--- src/rtl/sia_pkg.sv ---
// Shared definitions for the SIA transmit-side arbitration blocks.
// Contents:
//   state_t  - arbiter FSM states (ST_IDLE, ST_LOCKED)
//   MAX_REQ  - largest supported requester count
//   IDX_BITS - width of a requester index / priority pointer
//   onehot() - index -> one-hot decode over MAX_REQ bits
package sia_pkg;

  typedef enum logic [0:0] {
    ST_IDLE   = 1'b0,
    ST_LOCKED = 1'b1
  } state_t;

  localparam int unsigned MAX_REQ  = 8;
  localparam int unsigned IDX_BITS = 3;

  function automatic logic [MAX_REQ-1:0] onehot(input logic [IDX_BITS-1:0] idx);
    logic [MAX_REQ-1:0] v;
    v      = '0;
    v[idx] = 1'b1;
    return v;
  endfunction

endpackage

--- src/rtl/sia_rr_pick.sv ---
// Combinational round-robin priority encoder.
// Searches req upward starting at ptr+1 (wrapping) and returns the first set bit.
// Ports:
//   req   in  N         request vector
//   ptr   in  IDX_BITS  index of the last winner (lowest priority this round)
//   gnt   out N         one-hot winner, zero when no request
//   idx   out IDX_BITS  index of the winner (0 when no request)
//   valid out 1         at least one request present
module sia_rr_pick
  import sia_pkg::*;
#(
  parameter int unsigned N = 4
) (
  input  logic [N-1:0]        req,
  input  logic [IDX_BITS-1:0] ptr,
  output logic [N-1:0]        gnt,
  output logic [IDX_BITS-1:0] idx,
  output logic                valid
);

  logic [MAX_REQ-1:0]  req_pad;
  logic [MAX_REQ-1:0]  oh;
  logic [IDX_BITS-1:0] cand;
  logic [IDX_BITS-1:0] win;

  always_comb begin
    req_pad        = '0;
    req_pad[N-1:0] = req;
    cand           = '0;
    win            = '0;
    valid          = 1'b0;
    // Candidates visited in priority order: ptr+1, ptr+2, ..., ptr (mod N).
    for (int unsigned i = 1; i <= N; i++) begin
      cand = IDX_BITS'((32'(ptr) + i) % N);
      if (!valid && req_pad[cand]) begin
        valid = 1'b1;
        win   = cand;
      end
    end
    oh    = onehot(win);
    gnt   = valid ? oh[N-1:0] : '0;
    idx   = win;
  end

endmodule

--- src/rtl/sia_txarb.sv ---
// Round-robin arbiter sharing one SIA transmit queue between NREQ requesters.
// A winner stays locked to the queue until it pushes a word flagged last, so
// packets never interleave; a watchdog drops the lock if the holder stalls.
// Ports:
//   clk_i          in  1               system clock
//   reset_i        in  1               synchronous active-high reset
//   req_i          in  NREQ            per-requester word valid
//   last_i         in  NREQ            per-requester end of packet (with req_i)
//   dat_i          in  NREQ*DATA_BITS  packed data, requester k at [k*DATA_BITS +: DATA_BITS]
//   ack_o          out NREQ            word accepted this cycle
//   gnt_o          out NREQ            registered one-hot grant
//   txq_dat_o      out DATA_BITS       data to the queue
//   txq_we_o       out 1               push strobe to the queue
//   txq_not_full_i in  1               queue has room
//   abort_o        out 1               one-cycle pulse on watchdog release
//   busy_o         out 1               a requester holds the lock
module sia_txarb
  import sia_pkg::*;
#(
  parameter int unsigned NREQ         = 4,
  parameter int unsigned DATA_BITS    = 16,
  parameter int unsigned TIMEOUT_BITS = 8,
  parameter int unsigned TIMEOUT      = 200
) (
  input  logic                      clk_i,
  input  logic                      reset_i,
  input  logic [NREQ-1:0]           req_i,
  input  logic [NREQ-1:0]           last_i,
  input  logic [NREQ*DATA_BITS-1:0] dat_i,
  output logic [NREQ-1:0]           ack_o,
  output logic [NREQ-1:0]           gnt_o,
  output logic [DATA_BITS-1:0]      txq_dat_o,
  output logic                      txq_we_o,
  input  logic                      txq_not_full_i,
  output logic                      abort_o,
  output logic                      busy_o
);

  localparam logic [IDX_BITS-1:0]     PTR_RST = IDX_BITS'(NREQ - 1);
  localparam bit                      WD_EN   = (TIMEOUT != 0);
  // Expiry is detected on the idle cycle that would bring the count to TIMEOUT,
  // so release and the abort pulse land together on the following edge.
  localparam logic [TIMEOUT_BITS-1:0] WD_LAST = TIMEOUT_BITS'(TIMEOUT - 1);

  state_t                  state_q;
  logic [NREQ-1:0]         gnt_q;
  logic [IDX_BITS-1:0]     ptr_q;
  logic [TIMEOUT_BITS-1:0] wd_q;
  logic                    abort_q;

  logic [NREQ-1:0]         pick_gnt;
  logic [IDX_BITS-1:0]     pick_idx;
  logic                    pick_valid;

  logic                    locked;
  logic                    req_g;
  logic                    last_g;
  logic                    accept;
  logic                    wd_expire;
  logic [DATA_BITS-1:0]    dat_g;

  sia_rr_pick #(
    .N (NREQ)
  ) u_pick (
    .req   (req_i),
    .ptr   (ptr_q),
    .gnt   (pick_gnt),
    .idx   (pick_idx),
    .valid (pick_valid)
  );

  // gnt_q is one-hot while locked and zero when idle, so it doubles as the
  // select for the holder's request, last flag and data slice.
  always_comb begin
    dat_g = '0;
    for (int unsigned k = 0; k < NREQ; k++) begin
      if (gnt_q[k]) begin
        dat_g = dat_i[k*DATA_BITS +: DATA_BITS];
      end
    end
  end

  assign locked    = (state_q == ST_LOCKED);
  assign req_g     = |(req_i & gnt_q);
  assign last_g    = |(last_i & gnt_q);
  assign accept    = locked & req_g & txq_not_full_i;
  assign wd_expire = WD_EN && (wd_q == WD_LAST);

  assign ack_o     = {NREQ{accept}} & gnt_q;
  assign txq_we_o  = accept;
  assign txq_dat_o = dat_g;
  assign gnt_o     = gnt_q;
  assign abort_o   = abort_q;
  assign busy_o    = locked;

  always_ff @(posedge clk_i) begin
    if (reset_i) begin
      state_q <= ST_IDLE;
      gnt_q   <= '0;
      ptr_q   <= PTR_RST;
      wd_q    <= '0;
      abort_q <= 1'b0;
    end else begin
      abort_q <= 1'b0;
      case (state_q)
        ST_IDLE: begin
          if (pick_valid) begin
            state_q <= ST_LOCKED;
            gnt_q   <= pick_gnt;
            ptr_q   <= pick_idx;
            wd_q    <= '0;
          end
        end
        ST_LOCKED: begin
          if (accept && last_g) begin
            state_q <= ST_IDLE;
            gnt_q   <= '0;
            wd_q    <= '0;
          end else if (req_g) begin
            // Holder still presenting a word (possibly back-pressured): not stalled.
            wd_q <= '0;
          end else if (wd_expire) begin
            state_q <= ST_IDLE;
            gnt_q   <= '0;
            wd_q    <= '0;
            abort_q <= 1'b1;
          end else if (WD_EN && (wd_q != '1)) begin
            wd_q <= wd_q + TIMEOUT_BITS'(1);
          end
        end
        default: begin
          state_q <= ST_IDLE;
          gnt_q   <= '0;
        end
      endcase
    end
  end

endmodule

--- config.mk ---
export PLATFORM = sky130hd
export DESIGN_NAME = sia_txarb
export DESIGN_NICKNAME = d
export VERILOG_FILES = /design/src/rtl/sia_pkg.sv /design/src/rtl/sia_rr_pick.sv /design/src/rtl/sia_txarb.sv
export SDC_FILE = /design/constraint.sdc
export NUM_CORES = 1
export LEC_CHECK = 0
export ABC_AREA = 1
export CORE_MARGIN = 10
export CORE_UTILIZATION = 34
export CTS_CLUSTER_DIAMETER = 40
export DETAILED_ROUTE_END_ITERATION = 7
export GPL_TIMING_DRIVEN = 1
export PLACE_DENSITY = 0.76
export REMOVE_ABC_BUFFERS = 1
export SETUP_SLACK_MARGIN = 0.2
export SKIP_LAST_GASP = 1
export SLEW_MARGIN = 15
export SYNTH_ARGS = -nofsm -noshare
export SYNTH_HDL_FRONTEND = slang
export SYNTH_SLANG_ARGS = --single-unit
--- constraint.sdc ---
create_clock -name clk_i -period 1.45 [get_ports clk_i]
set_input_delay 0.145 -clock clk_i [delete_from_list [all_inputs] [get_ports clk_i]]
set_output_delay 0.145 -clock clk_i [all_outputs]
set_load 0.03 [all_outputs]
==> results by group <==
Power and ir drop
  – Tot Pwr: 6132 uW
  – PD cells: 1818 nW/um2
  – Leakage: 0.001470 uW
  – VDD IR max: 0.001277 V

Routing
  – Antenna-violating nets left: 0
  – DR DRC count: 0
  – Wirelength per Cell: 17.62 um
  – Number of vias in the routed layout: 2514
  – Via/cell ratio: 5.338
  – Total Wirelength: 8299 um
  – Initial DRC count: 102
  – DRT Pass-1 Iters: 4

Hold path
  – WHS Endpoint: wd_q[7]
  – Min-Delay Path Class: reg -> reg
  – Worst Hold Path Cells: 3
  – Hold_sp: wd_q[7]

Layout
  – Post-route insts no fill: 471
  – Final Instance Area: 3373 um2
  – Commonest non-fill, non-tap cell in the layout: clkdlybuf4s50_1
  – NumNets Final: 494
  – Reg area: 332.8 um2
  – Multi-input gate area: 1411 um2
  – Commonest cells after routing, fill and taps aside: 70 x clkdlybuf4s50_1, 64 x buf_4, 57 x nand2_1
  – Antenna diodes: 0
  – Area growth from synthesis to layout: 106.3%
  – Layout cells sized above 1: 41.97%
  – Filler cells: 361

Setup path
  – Top cell by count, worst path: buf_6
  – Critical Path Max Stage Delay: 0.34 ns
  – Worst EP arrival: 1.48 ns
  – Worst Setup Path Type: reg -> out
  – CP Buf/Inv Count: 3
  – Worst reg2reg path startpoint: wd_q[0]
  – Worst R2R Path Depth: 10
  – CP Cell Sequence: buf_6, nor2_4, buf_6, a221oi_1, o31ai_1, buf_4
  – Critical Path RT: 1.31 ns
  – Worst-path maximum fanout: 8
  – Setup crit start kind: flip-flop
  – Worst reg-to-reg setup slack: -0.16 ns
  – Worst Setup End Kind: output pin
  – Top delay family on crit path: buffers and inverters
  – R2r endpoint: wd_q[1]
  – Crit-path slowest cell: dfxtp_2

Timing
  – Relative max-transition margin: 72.55%
  – Final Critical Period: 1.623 ns
  – Fmax: 0.6163 GHz
  – RSZ-0062 raised after global routing: yes
  – Fin Hold WS: 0.5964 ns
  – Tcrit/Tclk final: 111.9%
  – Hold Fails Final Rpt: 0
  – Final Skew: 0.001810 ns
  – Finish-stage setup viols: 36
  – Slew @ Worst Pin: 0.4105 ns
  – Pins Over Slew Limit: 0
  – Setup WS post-layout: -0.1725 ns

Synth
  – Post-Syn Area: 1635 um2
  – Main combinational cell family by area after synthesis: simple AND/OR/NAND/NOR gates
  – Ys Warns: 0
  – Synth area leader: dfxtp_1
  – Adder-cell area share of the yosys netlist: 0.7651%
  – Synth area leaders: dfxtp_1 20%, nand2_1 18%, a221oi_1 8.6%
  – Xor/xnor share of the synthesized area: 0.5356%
  – Synth cell types: 30
  – Post-synthesis mux area share: 0%
  – Yosys reg bits: 16
  – Compound-gate portion of the synthesized area: 24.71%
  – Synth async-reset ratio: 0%
  – Share of the synthesized area in the top cell type: 19.59%
  – Seq/Total Area, Yosys: 19.59%
  – Post-Synth Simple-Gate Area: 43.92%
  – Number of flops mapped to enable cells by yosys: 0
  – Dominant synthesized flop cell: dfxtp_1
  – Syn_area_per_cell: 6.012 um2
  – Gate count of the mapped netlist: 272

Placed design
  – DP Wirelength: 5916 um
  – Port Buffers: 101
  – Gp weighted congestion: 0.8842
  – DP Cell Count: 451
  – Dpl cell area: 2874 um2

Clock network
  – H-tree lvl count: 1
  – Clock slew at reported path FFs: 0.07 ns
  – CTS max path bufs: 2
  – Num CTS Buffers: 3
  – Sink Count: 16
  – Root buf cell: clkbuf_8
  – CTS tree: done
  – Later-pin clock latency in the skew report: 0.25 ns
  – Post-CTS Hold Buffers: 0

Outcome
  – Failing checks: setup timing
  – Status: complete, but fails checks

Floorplanning
  – Top Ports: 102
  – Die Ht: 89.35 um
  – Die area: 7983 um2
  – Floorplan Core Area: 4692 um2
  – Cell Rows: 25
  – Initial core utilization: 34.85%
  – Die Width: 89.35 um

Global routing
  – Largest net degree at the start of global routing: 24
  – Vias in the first global route: 2342
  – Initial antenna violation count: 0
  – Grt total ovfl: 0
  – GR Util All Layers: 19.09%
  – First-pass GRT wire length: 12280 um

Flow run
  – Max Cap Viol: 0
==> cell families after synthesis <==
group	Yosys count
DFF	16
buffers and inverters	40
AOI/OAI and AO/OA	55
adders and majority gates	1
and+or+nand+nor	159
xor gates and xnor gates	1
==> worst reg2reg max path: cells and delay by family (launching register included) <==
kind | cells | cell delay, ns
fa+ha+maj | 1 | 0.19
compound gates | 1 | 0.10
flops | 1 | 0.33
simple gates | 8 | 0.92
==> synthesized netlist by cell type (5+ instances only) <==
cell	number
a21oi_2	6
nand2_2	10
a221oi_1	16
o21ai_0	5
dfxtp_1	16
o31ai_1	16
nand4_1	9
a21oi_1	9
inv_1	22
nand3_1	18
nand2_1	80
buf_2	5
nor2_1	32
==> metal layers <==
metal,GRT usage (%),up-vias,wire [um]
li1,-,1224,-
met1,21.50,1187,3253
met2,35.64,94,4263
met3,3.829,9,677
met4,4.335,0,105
met5,0,-,0
==> stage by stage <==
step                      TNS (ns)  worst slack [ns]  util, %
after global routing        -7.936           -0.2841    71.89
final                       -5.039           -0.1725    71.89
after CTS                   -3.909           -0.1792    67.52
after floorplan             -22.63           -0.8313        -
after global placement      -5.121           -0.2614    61.25
after detailed placement    -5.637           -0.3170    61.25
==> flip-flops by register name (all words and copies together) (netlist names) <==
signal / count
wd_q: 8
gnt_o: 4
ptr_q: 2
abort_o: 1
busy_o: 1
==> where the power goes <==
part           internal (uW)  switching, uW  leakage (uW)
combinational           2100           2950       0.00131
sequential               551            128      0.000133
clock                    241            162     0.0000288
total                   2890           3240       0.00147
==> worst max path at each step <==
| stage | cells after the start | start | endpoint |
|---|---|---|---|
| floorplan | 3 | gnt_o[1] | txq_dat_o[0] |
| detailed placement | 8 | req_i[0] | wd_q[2] |
| global placement | 11 | req_i[1] | wd_q[6] |
| global route | 6 | gnt_o[1] | txq_dat_o[3] |
| CTS | 6 | gnt_o[1] | txq_dat_o[13] |
| finish | 6 | gnt_o[1] | txq_dat_o[12] |
==> area by class of cell <==
cell class | count | share of cell area [%]
multi-input combinational | 216 | 41.84
timing repair buffer | 154 | 41.51
sequential | 16 | 9.866
inverter | 27 | 3.153
tap | 54 | 2.003
clock buffer | 4 | 1.632
==> what timing repair did <==
| action | CTS | global route |
|---|---|---|
| setup buffers | 8 | 7 |
| gates cloned | 1 | 0 |
| resized for setup | 68 | 45 |
| setup endpoints to repair | 41 | 39 |
| pin swaps | 26 | 22 |
No activity file was read; power rests on OpenSTA's default activity.
